===== config.mk =====
export PLATFORM = sky130hd
export DESIGN_NAME = conv_encoder_tx
export DESIGN_NICKNAME = d
export VERILOG_FILES = /design/src/rtl/conv_encoder_tx.sv
export SDC_FILE = /design/constraint.sdc
export NUM_CORES = 1
export LEC_CHECK = 0
export CORE_UTILIZATION = 55
export CTS_CLUSTER_DIAMETER = 80
export DETAILED_ROUTE_END_ITERATION = 8
export PLACE_DENSITY = 0.8
export SYNTH_ARGS = -nofsm -noshare
export SYNTH_HDL_FRONTEND = slang
export SYNTH_SLANG_ARGS = --single-unit

===== constraint.sdc =====
create_clock -name clk -period 4.5 [get_ports clk]
set_clock_uncertainty 0.2 [all_clocks]
set_input_delay 0.675 -clock clk [delete_from_list [all_inputs] [get_ports clk]]
set_output_delay 0.675 -clock clk [all_outputs]
set_load 0.02 [all_outputs]

===== src/rtl/conv_encoder_tx.sv =====
`default_nettype none
// ============================================================================
// Module      : conv_encoder_tx
// Description : Rate-1/2 convolutional encoder with frame control; appends
//               K-1 zero-input tail symbols so every frame ends in state 0.
// Revision    : 1.0 - initial release
// ============================================================================
module conv_encoder_tx #(
    parameter int           K         = 3,
    parameter logic [K-1:0] G0        = 3'b111,
    parameter logic [K-1:0] G1        = 3'b101,
    parameter int           FRAME_LEN = 8
) (
    input  logic       clk,
    input  logic       rst,
    input  logic       enable_i,
    input  logic       d_in,
    output logic       ready_o,
    output logic       valid_o,
    output logic [1:0] d_out,
    output logic       frame_start_o,
    output logic       frame_end_o,
    output logic       busy_o
);

    localparam int BCW = $clog2(FRAME_LEN + 1);
    localparam int TCW = $clog2(K);
    localparam logic [BCW-1:0] c_last_bit  = BCW'(FRAME_LEN - 1);
    localparam logic [BCW-1:0] c_bit_one   = BCW'(1);
    localparam logic [TCW-1:0] c_last_tail = TCW'(K - 2);
    localparam logic [TCW-1:0] c_tail_one  = TCW'(1);

    typedef enum logic [1:0] {
        S_IDLE = 2'd0,
        S_DATA = 2'd1,
        S_TAIL = 2'd2
    } state_t;

    state_t         r_state, w_state_next;
    logic [K-2:0]   r_sreg;
    logic [K-2:0]   w_sreg_next;
    logic [BCW-1:0] r_bit_cnt, w_bit_cnt_next;
    logic [TCW-1:0] r_tail_cnt, w_tail_cnt_next;
    logic           r_valid;
    logic [1:0]     r_dout;
    logic           r_fs;
    logic           r_fe;

    logic           w_accept;
    logic           w_bit;
    logic [K-1:0]   w_word;
    logic [1:0]     w_sym;
    logic           w_emit;
    logic           w_fs_next;
    logic           w_fe_next;

    assign ready_o  = (r_state != S_TAIL);
    assign busy_o   = (r_state != S_IDLE);
    assign w_accept = enable_i && ready_o;

    // Tail symbols flush the register with zero input regardless of d_in
    assign w_bit  = (r_state == S_TAIL) ? 1'b0 : d_in;
    assign w_word = {w_bit, r_sreg};
    assign w_sym  = {^(w_word & G0), ^(w_word & G1)};

    generate
        if (K == 2) begin : g_sr_single
            assign w_sreg_next = w_bit;
        end else begin : g_sr_multi
            assign w_sreg_next = {w_bit, r_sreg[K-2:1]};
        end
    endgenerate

    always_comb begin
        w_state_next    = r_state;
        w_bit_cnt_next  = r_bit_cnt;
        w_tail_cnt_next = r_tail_cnt;
        w_emit          = 1'b0;
        w_fs_next       = 1'b0;
        w_fe_next       = 1'b0;
        case (r_state)
            S_IDLE: begin
                if (w_accept) begin
                    w_emit          = 1'b1;
                    w_fs_next       = 1'b1;
                    w_bit_cnt_next  = c_bit_one;
                    w_tail_cnt_next = '0;
                    w_state_next    = (FRAME_LEN == 1) ? S_TAIL : S_DATA;
                end
            end
            S_DATA: begin
                if (w_accept) begin
                    w_emit         = 1'b1;
                    w_bit_cnt_next = r_bit_cnt + c_bit_one;
                    if (r_bit_cnt == c_last_bit) begin
                        w_state_next    = S_TAIL;
                        w_tail_cnt_next = '0;
                    end
                end
            end
            S_TAIL: begin
                w_emit = 1'b1;
                if (r_tail_cnt == c_last_tail) begin
                    w_fe_next       = 1'b1;
                    w_state_next    = S_IDLE;
                    w_bit_cnt_next  = '0;
                    w_tail_cnt_next = '0;
                end else begin
                    w_tail_cnt_next = r_tail_cnt + c_tail_one;
                end
            end
            default: begin
                w_state_next = S_IDLE;
            end
        endcase
    end

    always_ff @(posedge clk) begin
        if (rst) begin
            r_state    <= S_IDLE;
            r_sreg     <= '0;
            r_bit_cnt  <= '0;
            r_tail_cnt <= '0;
            r_valid    <= 1'b0;
            r_dout     <= 2'b00;
            r_fs       <= 1'b0;
            r_fe       <= 1'b0;
        end else begin
            r_state    <= w_state_next;
            r_bit_cnt  <= w_bit_cnt_next;
            r_tail_cnt <= w_tail_cnt_next;
            r_valid    <= w_emit;
            r_fs       <= w_fs_next;
            r_fe       <= w_fe_next;
            if (w_emit) begin
                r_dout <= w_sym;
                r_sreg <= w_sreg_next;
            end
        end
    end

    assign valid_o       = r_valid;
    assign d_out         = r_dout;
    assign frame_start_o = r_fs;
    assign frame_end_o   = r_fe;

endmodule
`default_nettype wire

==> out/qor.yml, run 1 <==
multi_input_comb_area_sq_um: 452.9
tightestPinTransition_ps: 551.7
vias_per_cell: 5.447
die_area_sq_um: 1593
routed-via-count: 621
outcome: "complete, no violations"
seq_area_frac_synth_pct: 37.97
dr.pass1.iters: 4
rows: 13
fin_nets: 112
reg2reg_depth: 6
fillers: 107
antenna_found_initial: 0
required_ps: 3620
finalCriticalPeriod_ps: 2676
clockBufferDepth: 2
wl_mm: 1.453
crit_type: "reg2out"
setup_viol: 0
rr_endpoint: "r_state[0]$_SDFFE_PP0P_"
wl_met1_um: 743
pre_cts_ws_ps: 1932
cap_violations: 0
finalSetupTns_ps: 0
wl_met2_um: 640
grt_first_pass_wirelength_mm: 2.318
core-area_sq_um: 1318
hp-start: "r_sreg[0]$_SDFFE_PP0P_"
grt_overflow: 0
final_max_slew_viol_count: 0
synth_fp_nets: 99
syn_avg_cell_area_sq_um: 9.089
hold_viol: 0
period_share_pct: 59.47
async_reset_ff_share_pct: 0
io_buffers: 10
initialDrtViolationCount: 19
clk_latency_ps: 290
synth_flop_cell: "dfxtp_1"
final.setup.worst_slack_ps: 1824
relSlewSlack_pct: 63.22
synth_cells: 87
clockRootBuffer: "clkbuf_4"
synth.top_cell.area_share_pct: 37.97
postCtsSetupBuffers: 0
yosysTopAreaCell: "dfxtp_1"
wl_met3_um: 43
drc: 0
netlist_area_sq_um: 790.8
synth-seq-cells: 15
start_util_pct: 60.02
grtUsageTotal_pct: 22.78
ios: 11
cts-resized-gates: 0
synth_warnings: 0
peakVddDrop_uv: 289.8
hold_path.class: "reg2reg"
worstReg2RegStart: "r_state[1]$_SDFFE_PP0P_"
holdPathEnd: "r_sreg[0]$_SDFFE_PP0P_"
ys_top_cells_by_area: "dfxtp_1, ha_1, mux2i_1"
top_layer: "met4"
synth_cell_type_count: 30
cts.sinks: 15
dp.cells: 110
cts_tree: "yes"
clkTransAtPathRegs_ps: 90
r2r_slack_ps: 1920
die_h_um: 39.92
layout-area-overhead-vs-synth_pct: 16.46
grt_max_degree: 17
cts_buffers: 3
synth_edf_count: 0
leakage_nw: 0.3709
rsz0062_at_grt: "false"
power_density_nw_per_um2: 503.5
setup.worst_path.end_class: "output port"
drt-wirelength-per-cell_um: 12.75
crit_path_max_fanout: 6
h-tree-depth: 1
grt_pass1_vias: 512
insertedDiodeCount: 0
crit_arrival_ps: 1800
stdcell_count: 114
drive_gt1_share_pct: 7.071
antenna_left: 0
cp-start-kind: "register"
gp_congestion: 0.8254
min_path_cells: 2
hold_buffers: 0
place_hpwl_mm: 1.052
max_freq_mhz: 373.7
final-seq-area_sq_um: 300.3
die_w_um: 39.92
[cells in the final DEF, fill, tap and decap left out, types with 2 or more instances in the layout]
cell type | Yosys | layout
dfxtp_1 | 15 | 15
clkdlybuf4s50_1 | 0 | 10
nor2_1 | 9 | 9
ha_1 | 8 | 8
nand2_1 | 7 | 7
a21oi_1 | 7 | 7
inv_1 | 6 | 6
mux2i_1 | 4 | 4
o21ai_0 | 3 | 3
nand2b_1 | 3 | 3
nor3_1 | 3 | 3
clkbuf_4 | 0 | 3
nor2b_1 | 2 | 2
nand3b_1 | 2 | 2
[kinds of logic after synthesis]
logic type      Yosys count  synth area share, %
simple gates             33                22.31
compound gates           16                13.61
flops                    15                37.97
buf+inv                   8                4.746
fa+ha+maj                 8                12.66
mux                       5                6.487
xor+xnor                  2                2.216
[sequential cells by signal (all words and copies together), names as in the netlist]
name           count
d_out              2
frame_end_o        1
frame_start_o      1
r_bit_cnt          4
r_sreg             2
r_state            2
r_tail_cnt         2
valid_o            1
[cell type report]
class                           count  area share, %
Clock buffer                        4          2.853
Inverter                            6          2.446
Multi-Input combinational cell     64          49.18
Sequential cell                    15          32.61
Tap cell                           15          2.038
Timing Repair Buffer               10          10.87
[critical path, stage by stage, from the launching register on]
cell and delay (ps):
dfxtp_1 430, inv_1 140, ha_1 260, inv_1 90, clkdlybuf4s50_1 600
[worst max path at each step]
stage | startpoint | to | slack [ps] | cells past startpoint
final | r_state[0]$_SDFFE_PP0P_ | ready_o | 1820 | 4
after global routing | r_state[1]$_SDFFE_PP0P_ | busy_o | 1700 | 4
after CTS | r_state[0]$_SDFFE_PP0P_ | ready_o | 1820 | 4
after detailed placement | r_state[1]$_SDFFE_PP0P_ | r_state[1]$_SDFFE_PP0P_ | 1930 | 6
after global placement | r_state[1]$_SDFFE_PP0P_ | r_bit_cnt[3]$_SDFFE_PP0P_ | 2050 | 6
after floorplan | r_state[1]$_SDFFE_PP0P_ | r_bit_cnt[3]$_SDFFE_PP0P_ | 2110 | 7
[stage by stage]
step           power [mW]  hold slack [ps]  area, sq um  utilization, %
6_report           0.4637            274.5        920.9           69.90
4_1_cts            0.4637            272.0        920.9           69.90
5_1_grt            0.4984            298.6        920.9           69.90
3_3_place_gp       0.3817            253.7        894.6           67.90
2_1_floorplan      0.3316            219.2        790.8               -
3_5_place_dp       0.3866            259.0        894.6           67.90
[power by group]
| part | total [mW] | internal (mW) | switching [mW] |
|---|---|---|---|
| Combinational | 0.212 | 0.0944 | 0.118 |
| Sequential | 0.172 | 0.154 | 0.0177 |
| Clock | 0.0798 | 0.0345 | 0.0453 |
[layer usage]
| layer | vias up | global-route usage (%) |
|---|---|---|
| met5 | - | 0 |
| met4 | 0 | 12.93 |
| met3 | 5 | 6.818 |
| met2 | 9 | 32.66 |
| met1 | 279 | 29.79 |
| li1 | 328 | - |
[Yosys cell counts, types with 2 or more instances]
cell type and number:
a21oi_1 7, dfxtp_1 15, ha_1 8, inv_1 6
mux2i_1 4, nand2_1 7, nand2b_1 3, nand3b_1 2
nor2_1 9, nor2b_1 2, nor3_1 3, o21ai_0 3
(Power assumes the default switching activity.)
==> run 2, diff against run 1 <==
--- a/config.mk
+++ b/config.mk
@@ -5,10 +5,10 @@
 export SDC_FILE = /design/constraint.sdc
 export NUM_CORES = 1
 export LEC_CHECK = 0
-export CORE_UTILIZATION = 55
+export CORE_UTILIZATION = 51
 export CTS_CLUSTER_DIAMETER = 80
 export DETAILED_ROUTE_END_ITERATION = 8
-export PLACE_DENSITY = 0.8
+export PLACE_DENSITY = 0.75
 export SYNTH_ARGS = -nofsm -noshare
 export SYNTH_HDL_FRONTEND = slang
 export SYNTH_SLANG_ARGS = --single-unit
==> constraint.sdc (replaced) <==
create_clock -name clk -period 2.8 [get_ports clk]
set_clock_uncertainty 0.2 [all_clocks]
set_input_delay 0.42 -clock clk [delete_from_list [all_inputs] [get_ports clk]]
set_output_delay 0.42 -clock clk [all_outputs]
set_load 0.02 [all_outputs]
==> out/qor.yml, run 2 (synthesized netlist as in run 1, its figures left out) <==
outcome: "complete, no violations"
grt_first_pass_wirelength_mm: 2.083
fin_nets: 112
layout-area-overhead-vs-synth_pct: 16.61
crit_path_max_fanout: 9
io_buffers: 10
rsz0062_at_grt: "false"
period_share_pct: 92.12
path_cells: "inv_1, ha_1, or4b_4, a222oi_1, mux2i_1, nor2_1"
clk_latency_ps: 280
cap_violations: 0
final_max_slew_viol_count: 0
cp-start-kind: "register"
finalCriticalPeriod_ps: 2579
cts-resized-gates: 0
crit_type: "reg2reg"
grt_pass1_vias: 495
power_density_nw_per_um2: 800.4
dp.cells: 110
start_util_pct: 57.88
wl_mm: 1.291
crit_path_max_incr_delay_ps: 570
insertedDiodeCount: 0
fillers: 118
cts.sinks: 15
wl_met3_um: 39
mostFrequentLayoutCell: "dfxtp_1"
leakage_nw: 0.3736
final-seq-area_sq_um: 300.3
top_layer: "met4"
die_area_sq_um: 1712
crit_arrival_ps: 2530
grtUsageTotal_pct: 18.82
grt_max_degree: 17
largest-register: "r_bit_cnt"
hold_viol: 0
drt-wirelength-per-cell_um: 11.32
place_hpwl_um: 993.4
wl_met2_um: 555
clockRootBuffer: "clkbuf_4"
drc: 0
pre_cts_ws_ps: 232.1
wl_met1_um: 679
vias_per_cell: 5.316
required_ps: 2750
clkTransAtPathRegs_ps: 90
antenna_left: 0
h-tree-depth: 1
routed-via-count: 606
whs_ps: 258.3
setup_viol: 0
mostFrequentLayoutCells: "dfxtp_1, clkdlybuf4s50_1, nor2_1"
peakVddDrop_uv: 423.7
setup.worst_path.end_class: "register"
initialDrtViolationCount: 13
finalSetupTns_ps: 0
clockBufferDepth: 2
core-area_sq_um: 1366
postCtsSetupBuffers: 0
hold_buffers: 0
cts_tree: "yes"
worstReg2RegStart: "r_state[1]$_SDFFE_PP0P_"
die_w_um: 41.38
ios: 11
antenna_found_initial: 0
rows: 13
cts_buffers: 3
die_h_um: 41.38
drive_gt1_share_pct: 8.081
min_path_cells: 1
hold_path.class: "reg2reg"
gp_congestion: 0.7889
final.setup.worst_slack_ps: 220.7
dr.pass1.iters: 4
tightestPinTransition_ps: 566.0
relSlewSlack_pct: 62.26
grt_overflow: 0
largest_reg_flops: 4
cp-startpoint: "r_state[1]$_SDFFE_PP0P_"
reg2reg_depth: 6
max_freq_mhz: 387.7
multi_input_comb_area_sq_um: 452.9
hp-start: "r_tail_cnt[1]$_SDFFE_PP0P_"
finalPower_mw: 0.7381
stdcell_count: 114
crit_slowest_cell: "or4b_4"
-- run 2: area by class of cell --
| class | count | area share, % |
|---|---|---|
| clock inverters | 1 | 0.5427 |
| flip-flops and latches | 15 | 32.56 |
| inverters | 6 | 2.442 |
| clock buffers | 3 | 2.442 |
| repair buffers | 10 | 10.85 |
| multi-input cells | 64 | 49.12 |
| well taps | 15 | 2.035 |
-- run 2: final timing paths --
path / endpoint / slack, ps
worst max-delay path: r_state[1]$_SDFFE_PP0P_ / 220
worst min register to register: frame_end_o$_SDFF_PP0_ / 260
worst max register to register: r_state[1]$_SDFFE_PP0P_ / 220
worst min-delay path: frame_end_o$_SDFF_PP0_ / 260
-- run 2: stage by stage --
| step | utilization, % | area [sq um] |
|---|---|---|
| 4_1_cts | 67.49 | 922.1 |
| 2_1_floorplan | - | 790.8 |
| 6_report | 67.49 | 922.1 |
| 3_3_place_gp | 65.48 | 894.6 |
| 5_1_grt | 67.49 | 922.1 |
| 3_5_place_dp | 65.48 | 894.6 |
-- run 2: where the power goes --
group	internal (mW)	total [mW]	switching [mW]
combinational	0.153	0.342	0.189
clock	0.0530	0.120	0.0671
sequential	0.248	0.276	0.0287
total	0.453	0.738	0.285
-- run 2: layer usage --
layer,vias to the layer above,track usage (%)
met2,12,30.08
met3,2,3.191
met1,265,25.16
met5,-,0
met4,0,7.258
li1,327,-
-- run 2: worst max-delay path: cells and delay by family (launching register included) --
family	cells	cell delay, ps
adders and majority gates	1	310
AOI/OAI and AO/OA	1	520
buffers and inverters	1	150
and+or+nand+nor	2	620
muxes	1	250
DFF	1	410
